<file path="src/rtl/monmult_arb_pkg.sv">
// Shared types for the Montgomery-multiplier arbiter.
// State encoding, default operand width and requester id.
package monmult_arb_pkg;

  localparam int MMARB_WIDTH = 64;

  typedef enum logic [1:0] {
    ST_IDLE  = 2'd0,
    ST_ISSUE = 2'd1,
    ST_DONE  = 2'd2
  } mmarb_state_e;

  typedef logic req_id_t;

endpackage

</file>
<file path="src/rtl/monmult_arbiter_rr_pick2.sv">
// Two-way round-robin picker: a tie goes to the
// requester that was not granted last time.
module rr_pick2
  import monmult_arb_pkg::*;
(
  input  logic [1:0] valid,
  input  req_id_t    last_grant,
  output req_id_t    grant,
  output logic       grant_vld
);

  always_comb begin
    grant = 1'b0;
    unique case (valid)
      2'b11:   grant = ~last_grant;
      2'b10:   grant = 1'b1;
      default: grant = 1'b0;
    endcase
  end

  assign grant_vld = |valid;

endmodule

</file>
<file path="src/rtl/monmult_arbiter.sv">
// Two-requester arbiter in front of one shared Montgomery multiplier.
// Optional watchdog: define MMARB_TIMEOUT_EN.
module monmult_arbiter
  import monmult_arb_pkg::*;
#(
  parameter int WIDTH          = MMARB_WIDTH,
  parameter int TIMEOUT_CYCLES = 255
) (
  input  logic             pclk,
  input  logic             nreset,
  input  logic             req0_valid,
  output logic             req0_ready,
  input  logic [WIDTH-1:0] req0_a,
  input  logic [WIDTH-1:0] req0_b,
  input  logic [WIDTH-1:0] req0_m,
  input  logic             req1_valid,
  output logic             req1_ready,
  input  logic [WIDTH-1:0] req1_a,
  input  logic [WIDTH-1:0] req1_b,
  input  logic [WIDTH-1:0] req1_m,
  output logic             rsp0_valid,
  output logic [WIDTH-1:0] rsp0_p,
  output logic             rsp1_valid,
  output logic [WIDTH-1:0] rsp1_p,
  output logic             mm_go,
  output logic [WIDTH-1:0] mm_a,
  output logic [WIDTH-1:0] mm_b,
  output logic [WIDTH-1:0] mm_m,
  input  logic [WIDTH-1:0] mm_p,
  input  logic             mm_ready,
  output logic             busy,
  output logic             grant_id,
  output logic             err
);

  localparam logic [1:0] IDLE  = ST_IDLE;
  localparam logic [1:0] ISSUE = ST_ISSUE;
  localparam logic [1:0] DONE  = ST_DONE;

  if (TIMEOUT_CYCLES < 2) begin : g_bad_timeout
    $error("TIMEOUT_CYCLES must be at least 2");
  end

  logic [1:0]       state;
  logic [WIDTH-1:0] op_a, op_b, op_m;
  logic [WIDTH-1:0] p0_q, p1_q;
  logic [WIDTH-1:0] res;
  req_id_t          gid_q, last_q, pick;
  logic             pick_vld, accept, finish, to_hit;

  rr_pick2 u_pick (
    .valid      ({req1_valid, req0_valid}),
    .last_grant (last_q),
    .grant      (pick),
    .grant_vld  (pick_vld)
  );

  assign accept     = (state == IDLE) && pick_vld;
  assign req0_ready = accept && (pick == 1'b0);
  assign req1_ready = accept && (pick == 1'b1);

`ifdef MMARB_TIMEOUT_EN
  localparam int WD_W = $clog2(TIMEOUT_CYCLES + 1);

  logic [WD_W-1:0] wd_q;
  logic            err_q;

  assign to_hit = (wd_q == WD_W'(TIMEOUT_CYCLES - 1));

  always_ff @(posedge pclk) begin
    if (!nreset) begin
      wd_q  <= '0;
      err_q <= 1'b0;
    end else begin
      if (accept)
        wd_q <= '0;
      else if (state == ISSUE)
        wd_q <= wd_q + 1'b1;
      if (state == ISSUE && !mm_ready && to_hit)
        err_q <= 1'b1;
    end
  end

  assign err = err_q;
`else
  assign to_hit = 1'b0;
  assign err    = 1'b0;
`endif

  // A ready product wins over a simultaneous watchdog expiry.
  assign finish = mm_ready || to_hit;
  assign res    = mm_ready ? mm_p : '0;

  always_ff @(posedge pclk) begin
    if (!nreset) begin
      state  <= IDLE;
      op_a   <= '0;
      op_b   <= '0;
      op_m   <= '0;
      p0_q   <= '0;
      p1_q   <= '0;
      gid_q  <= 1'b0;
      last_q <= 1'b1;
    end else begin
      unique case (state)
        IDLE: begin
          if (accept) begin
            op_a   <= pick ? req1_a : req0_a;
            op_b   <= pick ? req1_b : req0_b;
            op_m   <= pick ? req1_m : req0_m;
            gid_q  <= pick;
            last_q <= pick;
            state  <= ISSUE;
          end
        end
        ISSUE: begin
          if (finish) begin
            if (gid_q)
              p1_q <= res;
            else
              p0_q <= res;
            state <= DONE;
          end
        end
        DONE:    state <= IDLE;
        default: state <= IDLE;
      endcase
    end
  end

  assign mm_go      = (state == ISSUE);
  assign mm_a       = op_a;
  assign mm_b       = op_b;
  assign mm_m       = op_m;
  assign busy       = (state != IDLE);
  assign grant_id   = gid_q;
  assign rsp0_valid = (state == DONE) && !gid_q;
  assign rsp1_valid = (state == DONE) && gid_q;
  assign rsp0_p     = p0_q;
  assign rsp1_p     = p1_q;

endmodule

</file>
<file path="config.mk">
export PLATFORM = sky130hd
export DESIGN_NAME = monmult_arbiter
export DESIGN_NICKNAME = d
export VERILOG_FILES = /design/src/rtl/monmult_arb_pkg.sv /design/src/rtl/monmult_arbiter_rr_pick2.sv /design/src/rtl/monmult_arbiter.sv
export SDC_FILE = /design/constraint.sdc
export NUM_CORES = 1
export LEC_CHECK = 0
export BUFFER_PORTS_ARGS = -buffer_cell sky130_fd_sc_hd__buf_2
export CELL_PAD_IN_SITES_DETAIL_PLACEMENT = 1
export CELL_PAD_IN_SITES_GLOBAL_PLACEMENT = 2
export CORE_AREA = 3 3 307 309
export DETAILED_ROUTE_END_ITERATION = 10
export DIE_AREA = 0 0 310 312
export PLACE_DENSITY_LB_ADDON = 0.12
export SYNTH_ARGS = -nofsm -noshare
export SYNTH_HDL_FRONTEND = slang
export SYNTH_HIERARCHICAL = 1
export SYNTH_SLANG_ARGS = --single-unit
export TNS_END_PERCENT = 10
</file>
<file path="constraint.sdc">
create_clock -name pclk -period 4.1 [get_ports pclk]
set_clock_uncertainty 0.15 [all_clocks]
set_input_delay 0 -clock pclk [delete_from_list [all_inputs] [get_ports pclk]]
set_output_delay 0 -clock pclk [all_outputs]
set_load 0.05 [all_outputs]
</file>
Yosys cells after proc, flatten, opt, wreduce, memory -nomap -nowiden:

Index checks and enable logic that the tools add are counted.

* flip-flop bits (word level): 324
* input bits: 453
* output and inout bits: 328
* word-level logic and storage cells: 37

* eq/ne operators: 6
* multiplexer cells: 7
* bitwise gates (word level): 3
* reductions and logical operators: 13

Operator list (number)
* 2-to-1 mux 64 bit: 3
* == test 2 bit, second input constant: 3
* AND reduction 3 bit: 2
* logical AND 1 bit: 5
* 2-to-1 mux 2 bit: 2
* one-hot mux 2 bit (2 select lines): 1
* AND reduction 2 bit: 2
* inverter 1 bit: 3
* == test 2 x 1 -> 1 bit, second input constant: 1
* zero test 2 bit: 1
* != test 2 x 1 -> 1 bit, second input constant: 1
* != test 2 bit, second input constant: 1
* one-hot mux 1 bit (2 select lines): 1
* nonzero test 2 bit: 1
* OR reduction 2 bit: 1
* zero test 1 bit: 1

Depth between registers and ports, before layout:

Gate-level depths: netlist of run 1.

* depth after elaboration: 4
* depth in mapped cells: 6
* gate-level depth less buffers: 4

Hierarchy:

Netlist of run 1, hierarchy kept.

Modules (own cells, without submodules)
* monmult_arbiter: times used 1, cells each 1164, area an instance 12366.9 um^2, seq. area each 6486.2 um^2
* rr_pick2: times used 1, cells each 2, area an instance 13.8 um^2, seq. area each 0.0 um^2

Least setup slack after synthesis of run 1:

No wires, ideal clock.

* path type: register to output
* start: register gid_q (netlist: grant_id)
* end: output rsp0_valid
* arrival time: 1.729 ns
* data required time: 3.950 ns
* slack: 2.221 ns
* stages on the path, launching flop included: 2
* buffers on the path: 0
* path through: dfxtp_1 nor3b_1

* word-level cells in the longest chain between the ends: 2

RTL lines
* start, declared: line monmult_arbiter.sv:48 `req_id_t gid_q, last_q, pick;`
* start signal, assigned: line monmult_arbiter.sv:111 `gid_q <= pick;`
* zero test 1 bit: line monmult_arbiter.sv:137 `assign rsp0_valid = (state == DONE) && !gid_q;`
* logical AND 1 bit: line monmult_arbiter.sv:137
* end, declared: line monmult_arbiter.sv:21 `output logic rsp0_valid,`

No other way between the ends.

Worst setup path in the final report of run 1:

* start: register state[1]
* end: register p0_q[40] (netlist: rsp0_p[40])

* word-level cells in the longest chain between the ends: 2

RTL lines
* start, declared: line monmult_arbiter.sv:44 `logic [1:0] state;`
* start signal, assigned: line monmult_arbiter.sv:96 `state <= IDLE;`
* start signal, assigned: line monmult_arbiter.sv:113 `state <= ISSUE;`
* start signal, assigned: line monmult_arbiter.sv:122 `state <= DONE;`
* == test 2 x 1 -> 1 bit: line monmult_arbiter.sv:105 `unique case (state)`
* AND reduction 3 bit (no line)
* end signal, assigned: line monmult_arbiter.sv:121 `p0_q <= res;`
* end, declared: line monmult_arbiter.sv:46 `logic [WIDTH-1:0] p0_q, p1_q;`

No other way between the ends.
A chain may end at the register's enable or synchronous reset.

==> results of run 1 <==
path summary, 6_finish.rpt:
kind                            startpoint    endpoint  slack (ns)
worst max-delay path              state[1]  rsp0_p[40]        1.03
worst min-delay path            req0_valid      last_q        0.02
worst max register to register    state[1]  rsp0_p[40]        1.03
worst min register to register    mm_a[42]    mm_a[42]        0.30
metrics by stage:
step           cell area, um2  hold slack, ns  total power, mW
2_1_floorplan           12380       -0.004080            4.900
3_3_place_gp            17430          0.1132            5.667
3_5_place_dp            17430          0.1250            5.672
4_1_cts                 23520        0.003582            10.10
5_1_grt                 23530         0.04425            10.36
6_report                23530         0.01713            9.832
cell type report:
| class | count | area, um2 |
|---|---|---|
| fill | 10600 | 68140 |
| antenna | 5 | 12.51 |
| tap | 1186 | 1484 |
| sequential | 324 | 6486 |
| inverter | 2 | 7.507 |
| multi-input combinational | 725 | 5303 |
| timing repair buffer | 1267 | 8810 |
| clock buffer | 70 | 1340 |
| clock inverter | 10 | 85.08 |
layer usage:
layer,global-route usage,vias to the layer above
met5,0,-
met4,0.03978,12
met3,0.05740,91
met2,0.2537,463
met1,0.1401,6586
li1,-,6725
cell families after synthesis:
family	count (synthesis)	share of synthesized area
flops	324	0.5239
mux	192	0.1552
buf+inv	117	0.05104
compound gates	323	0.1894
simple gates	209	0.08014
other cells	1	0.0003029
report_power, final:
group | switching (mW) | total, mW | internal (mW)
sequential | 0.116 | 3.50 | 3.38
clock | 1.51 | 3.81 | 2.30
combinational | 1.58 | 2.52 | 0.939
flip-flops by register name, indices dropped and copies added, names as in the netlist:
| register | cells |
|---|---|
| mm_b | 64 |
| rsp0_p | 64 |
| grant_id | 1 |
| state | 2 |
| mm_m | 64 |
| last_q | 1 |
| rsp1_p | 64 |
| mm_a | 64 |
worst max-delay path, cell delays in order, from the launching register on:
cell and delay (ns):
dfxtp_1 0.36, nand4bb_4 0.91, buf_4 0.61, nand3_1 0.14
o21ai_0 0.09, dlygate4sd3_1 0.58
cell usage after synthesis, drive strengths merged:
cell | instances | area, um2
nand2 | 66 | 247.7
or3b | 1 | 11.26
buf | 59 | 414.1
inv | 2 | 7.510
nor2 | 2 | 7.510
and3b | 1 | 8.760
nor2b | 1 | 6.260
o21ai | 128 | 640.6
conb | 1 | 3.750
mux2i | 192 | 1922
o2bb2ai | 192 | 1682
and2 | 1 | 8.760
clkbuf | 56 | 210.2
nand3 | 131 | 655.6
nor3b | 1 | 7.510
nand4bb | 1 | 11.26
and3 | 1 | 6.260
nand2b | 1 | 6.260
or2 | 1 | 6.260
nand4b | 1 | 8.760
dfxtp | 324 | 6486
a21boi | 3 | 22.52
layout by cell type, fill, tap and decap left out, types with 16 or more instances in the layout:
master / count
nand3_1: 130
dlygate4sd3_1: 466
buf_2: 778
clkbuf_16: 45
buf_4: 16
nand2_1: 66
dfxtp_1: 324
mux2i_1: 192
o2bb2ai_1: 192
o21ai_0: 128
==> results.json, run 1 <==
{
  "clock_latency_ns": 0.54,
  "ant_nets": 0,
  "cts_buffer_depth": 3,
  "via_per_inst": 3.867,
  "rows": 111,
  "tns_ns": 0,
  "ys_seq_area_frac": 0.5239,
  "nets": 2818,
  "hold_path.class": "input port to flop",
  "status": "completed",
  "ys_warn_count": 6,
  "drive_gt1_frac": 0.3641,
  "h-tree-depth": 2,
  "cts.sinks": 324,
  "dp_hpwl_mm": 52.41,
  "core_area_um2": 91660,
  "grt_usage": 0.1374,
  "syn_nets": 1619,
  "numPortBuffers": 779,
  "cts_hold_buf": 466,
  "final_util": 0.2567,
  "clk_pin_slew_worst_paths_ns": 0.05,
  "start_util": 0.1351,
  "topRoutingLayerUsed": "met5",
  "cp-start-kind": "flop",
  "cp_max_fo": 71,
  "cts_setup_buffers": 0,
  "wl_met3_mm": 6.975,
  "dr.pass1.iters": 5,
  "slew_violations": 0,
  "p_leak_nw": 10.53,
  "cts_made_buffers": 45,
  "die_height_um": 312,
  "max_clock_freq_ghz": 0.3259,
  "arrival_ns": 3.35,
  "die_w_um": 310,
  "worst_slew_pin_slew_ns": 1.062,
  "top_level_ports": 781,
  "period_needed_ns": 3.068,
  "post-place-cells": 3038,
  "end_kind": "flop",
  "grt_overflow_total": 0,
  "cts_resized": 0,
  "first_iter_violations": 349,
  "synth-seq-cells": 324,
  "crit_type": "flop to flop",
  "gp_congestion": 0.7530,
  "worst_slack_ns": 1.032,
  "met2_wirelength_mm": 35.68,
  "drc": 0,
  "drv_cap": 0,
  "grt_max_degree": 129,
  "holdPathStages": 5,
  "rr_worst_depth": 5,
  "vias": 13880,
  "worst-endpoint-required_ns": 4.39,
  "synthToLayoutAreaGrowth_pct": 90.04,
  "ir_drop_uv": 190.3,
  "finalCritPeriodShare": 0.7484,
  "setup_viol": 0,
  "hold_viol": 0,
  "ys_types": 25,
  "rsz0062_at_grt": "false",
  "grt_pass1_vias": 14990,
  "cellPowerDensity_nw_per_um2": 417.9,
  "syn-cell-area_um2": 12380,
  "instances_no_fill": 3589,
  "dieArea_um2": 96720,
  "slew_headroom": 0.2918,
  "antenna_found_initial": 15,
  "syn_inst": 1166,
  "wl_met1_mm": 25.73,
  "synth.avg_cell_area_um2": 10.62,
  "routed_wl_mm": 70.27,
  "cts_root_buffer": "clkbuf_16",
  "wire_per_inst_um": 19.58,
  "grt_pass1_wl_mm": 100.1,
  "pre_cts_slack_ns": 1.485,
  "cts_tree": "done"
}
(Power assumes the default switching activity.)
==> run 2, diff against run 1 <==
--- a/config.mk
+++ b/config.mk
@@ -8,9 +8,9 @@
 export BUFFER_PORTS_ARGS = -buffer_cell sky130_fd_sc_hd__buf_2
 export CELL_PAD_IN_SITES_DETAIL_PLACEMENT = 1
 export CELL_PAD_IN_SITES_GLOBAL_PLACEMENT = 2
-export CORE_AREA = 3 3 307 309
+export CORE_AREA = 3 3 301 303
 export DETAILED_ROUTE_END_ITERATION = 10
-export DIE_AREA = 0 0 310 312
+export DIE_AREA = 0 0 304 306
 export PLACE_DENSITY_LB_ADDON = 0.12
 export SYNTH_ARGS = -nofsm -noshare
 export SYNTH_HDL_FRONTEND = slang
==> constraint.sdc (replaced) <==
create_clock -name pclk -period 3 [get_ports pclk]
set_clock_uncertainty 0.15 [all_clocks]
set_input_delay 0 -clock pclk [delete_from_list [all_inputs] [get_ports pclk]]
set_output_delay 0 -clock pclk [all_outputs]
set_load 0.05 [all_outputs]
==> run 2 against run 1 <==
Design area up 1.3%; register-to-register slack lost 0.68 ns; clock-buffer cell count up 1; die area decreased by 3.8%; utilization grew 1.3 points; sequential cell count stayed put; final cell count rose by 0.45%; maximum frequency is 16% higher; sequential share of layout area is 0.35 points lower; worst hold slack better by 0.089 ns; via count up 2.2%; first-iteration DRC count up 29%; critical endpoint is now mm_a[33].
==> results.json, run 2 (synthesis gave the netlist of run 1 again) <==
{
  "design_area_um2": 23830,
  "hold_viol": 0,
  "ir_drop_uv": 330.4,
  "slew_headroom": 0.5096,
  "antenna_found_initial": 25,
  "die_height_um": 306,
  "crit_type": "flop to flop",
  "drv_cap": 0,
  "path_buf_inv": 4,
  "hold_path.class": "input port to flop",
  "grt_pass1_wl_mm": 106.5,
  "finalCritPeriodShare": 0.8822,
  "top_level_ports": 781,
  "routed_wl_mm": 73.23,
  "clock_latency_ns": 0.56,
  "grt_overflow_total": 0,
  "wire_per_inst_um": 20.31,
  "instances_no_fill": 3605,
  "via_per_inst": 3.935,
  "nets": 2845,
  "mostFrequentLayoutCell": "buf_2",
  "slowest_delay_ns": 0.57,
  "cellPowerDensity_nw_per_um2": 572.1,
  "grt_pass1_vias": 15390,
  "p_leak_nw": 10.71,
  "end_kind": "flop",
  "slew_violations": 0,
  "fill_cells": 10270,
  "synthToLayoutAreaGrowth_pct": 92.47,
  "dr.pass1.iters": 4,
  "dp_hpwl_mm": 55.33,
  "max_clock_freq_ghz": 0.3778,
  "final_cell_mix": "buf_2, dlygate4sd3_1, dfxtp_1, mux2i_1, o2bb2ai_1",
  "rows": 109,
  "first_iter_violations": 449,
  "rsz0062_at_grt": "false",
  "dieArea_um2": 93020,
  "ant_nets": 0,
  "setup_viol": 0,
  "drc": 0,
  "gp_congestion": 0.7858,
  "cts.sinks": 324,
  "die_w_um": 304,
  "cp-start-kind": "flop",
  "cts_made_buffers": 45,
  "worst-endpoint-required_ns": 3.29,
  "slowest_stage": "dlygate4sd3_1",
  "placedInstanceArea_um2": 17530,
  "start_util": 0.1403,
  "cts_resized": 0,
  "core_area_um2": 88240,
  "status": "completed",
  "worst_slew_pin_slew_ns": 0.7356,
  "arrival_ns": 2.94,
  "cts_buffer_depth": 3,
  "cts_tree": "done",
  "h-tree-depth": 2,
  "grt_max_degree": 136,
  "cts_root_buffer": "clkbuf_16",
  "tns_ns": 0,
  "cpLargestDelayFamily": "buffers and inverters",
  "drive_gt1_frac": 0.3648,
  "post-place-cells": 3030,
  "grt_usage": 0.1512,
  "cp_cell_sequence": "a21boi_4 -> buf_4 -> buf_4 -> mux2i_1 -> dlygate4sd3_1 -> o2bb2ai_1 -> dlygate4sd3_1",
  "numPortBuffers": 779,
  "period_needed_ns": 2.647,
  "cp_max_fo": 11,
  "clk_pin_slew_worst_paths_ns": 0.06,
  "vias": 14190
}
-- run 2: routing by layer --
metal  up-vias  GRT usage  wire (um)
met3       116    0.06307       6572
met5         -          0         60
met1      6802     0.1563      27180
met2       474     0.2760      37200
li1       6786          -          -
met4         8    0.04923       2215
-- run 2: metrics by stage --
step	hold slack, ns	power, mW	util	setup WS (ns)
3_5_place_dp	0.1228	7.755	0.1987	0.8847
5_1_grt	0.07539	14.33	0.2699	0.1791
6_report	0.1065	13.63	0.2701	0.3533
4_1_cts	0.04192	13.97	0.2696	0.01604
2_1_floorplan	-0.004080	6.697	-	1.121
3_3_place_gp	0.1142	7.749	0.1987	0.9749
-- run 2: path summary, 6_finish.rpt --
check / start / end / slack (ns) / cells past startpoint
max: last_q / mm_a[33] / 0.35 / 7
min: req1_a[41] / mm_a[41] / 0.11 / 4
max reg2reg: last_q / mm_a[33] / 0.35 / 7
min reg2reg: mm_m[7] / mm_m[7] / 0.31 / 1
-- run 2: worst min-delay path: stages --
cell and delay (ns):
buf_2 0.08, mux2i_1 0.05, dlygate4sd3_1 0.54, o2bb2ai_1 0.11
-- run 2: timing repair --
item                                   4_1_cts  5_1_grt
setup endpoints to repair                    0        2
hold buffers                               479        0
setup buffers                                0        1
endpoints found under the hold margin      324        0
-- run 2: where the power goes --
part           switching (mW)  total [mW]  internal, mW
combinational            2.17        3.49          1.32
clock                    2.12        5.36          3.24
sequential              0.161        4.78          4.62
-- run 2: area by class of cell --
class / count / area, um2 / share of cell area
Timing Repair Buffer: 1294 / 9082 / 0.3811
Clock buffer: 71 / 1346 / 0.05650
Antenna cell: 14 / 35.03 / 0.001470
Sequential cell: 324 / 6486 / 0.2722
Clock inverter: 10 / 111.4 / 0.004673
Tap cell: 1165 / 1458 / 0.06117
Inverter: 2 / 7.507 / 0.0003150
Multi-Input combinational cell: 725 / 5303 / 0.2225
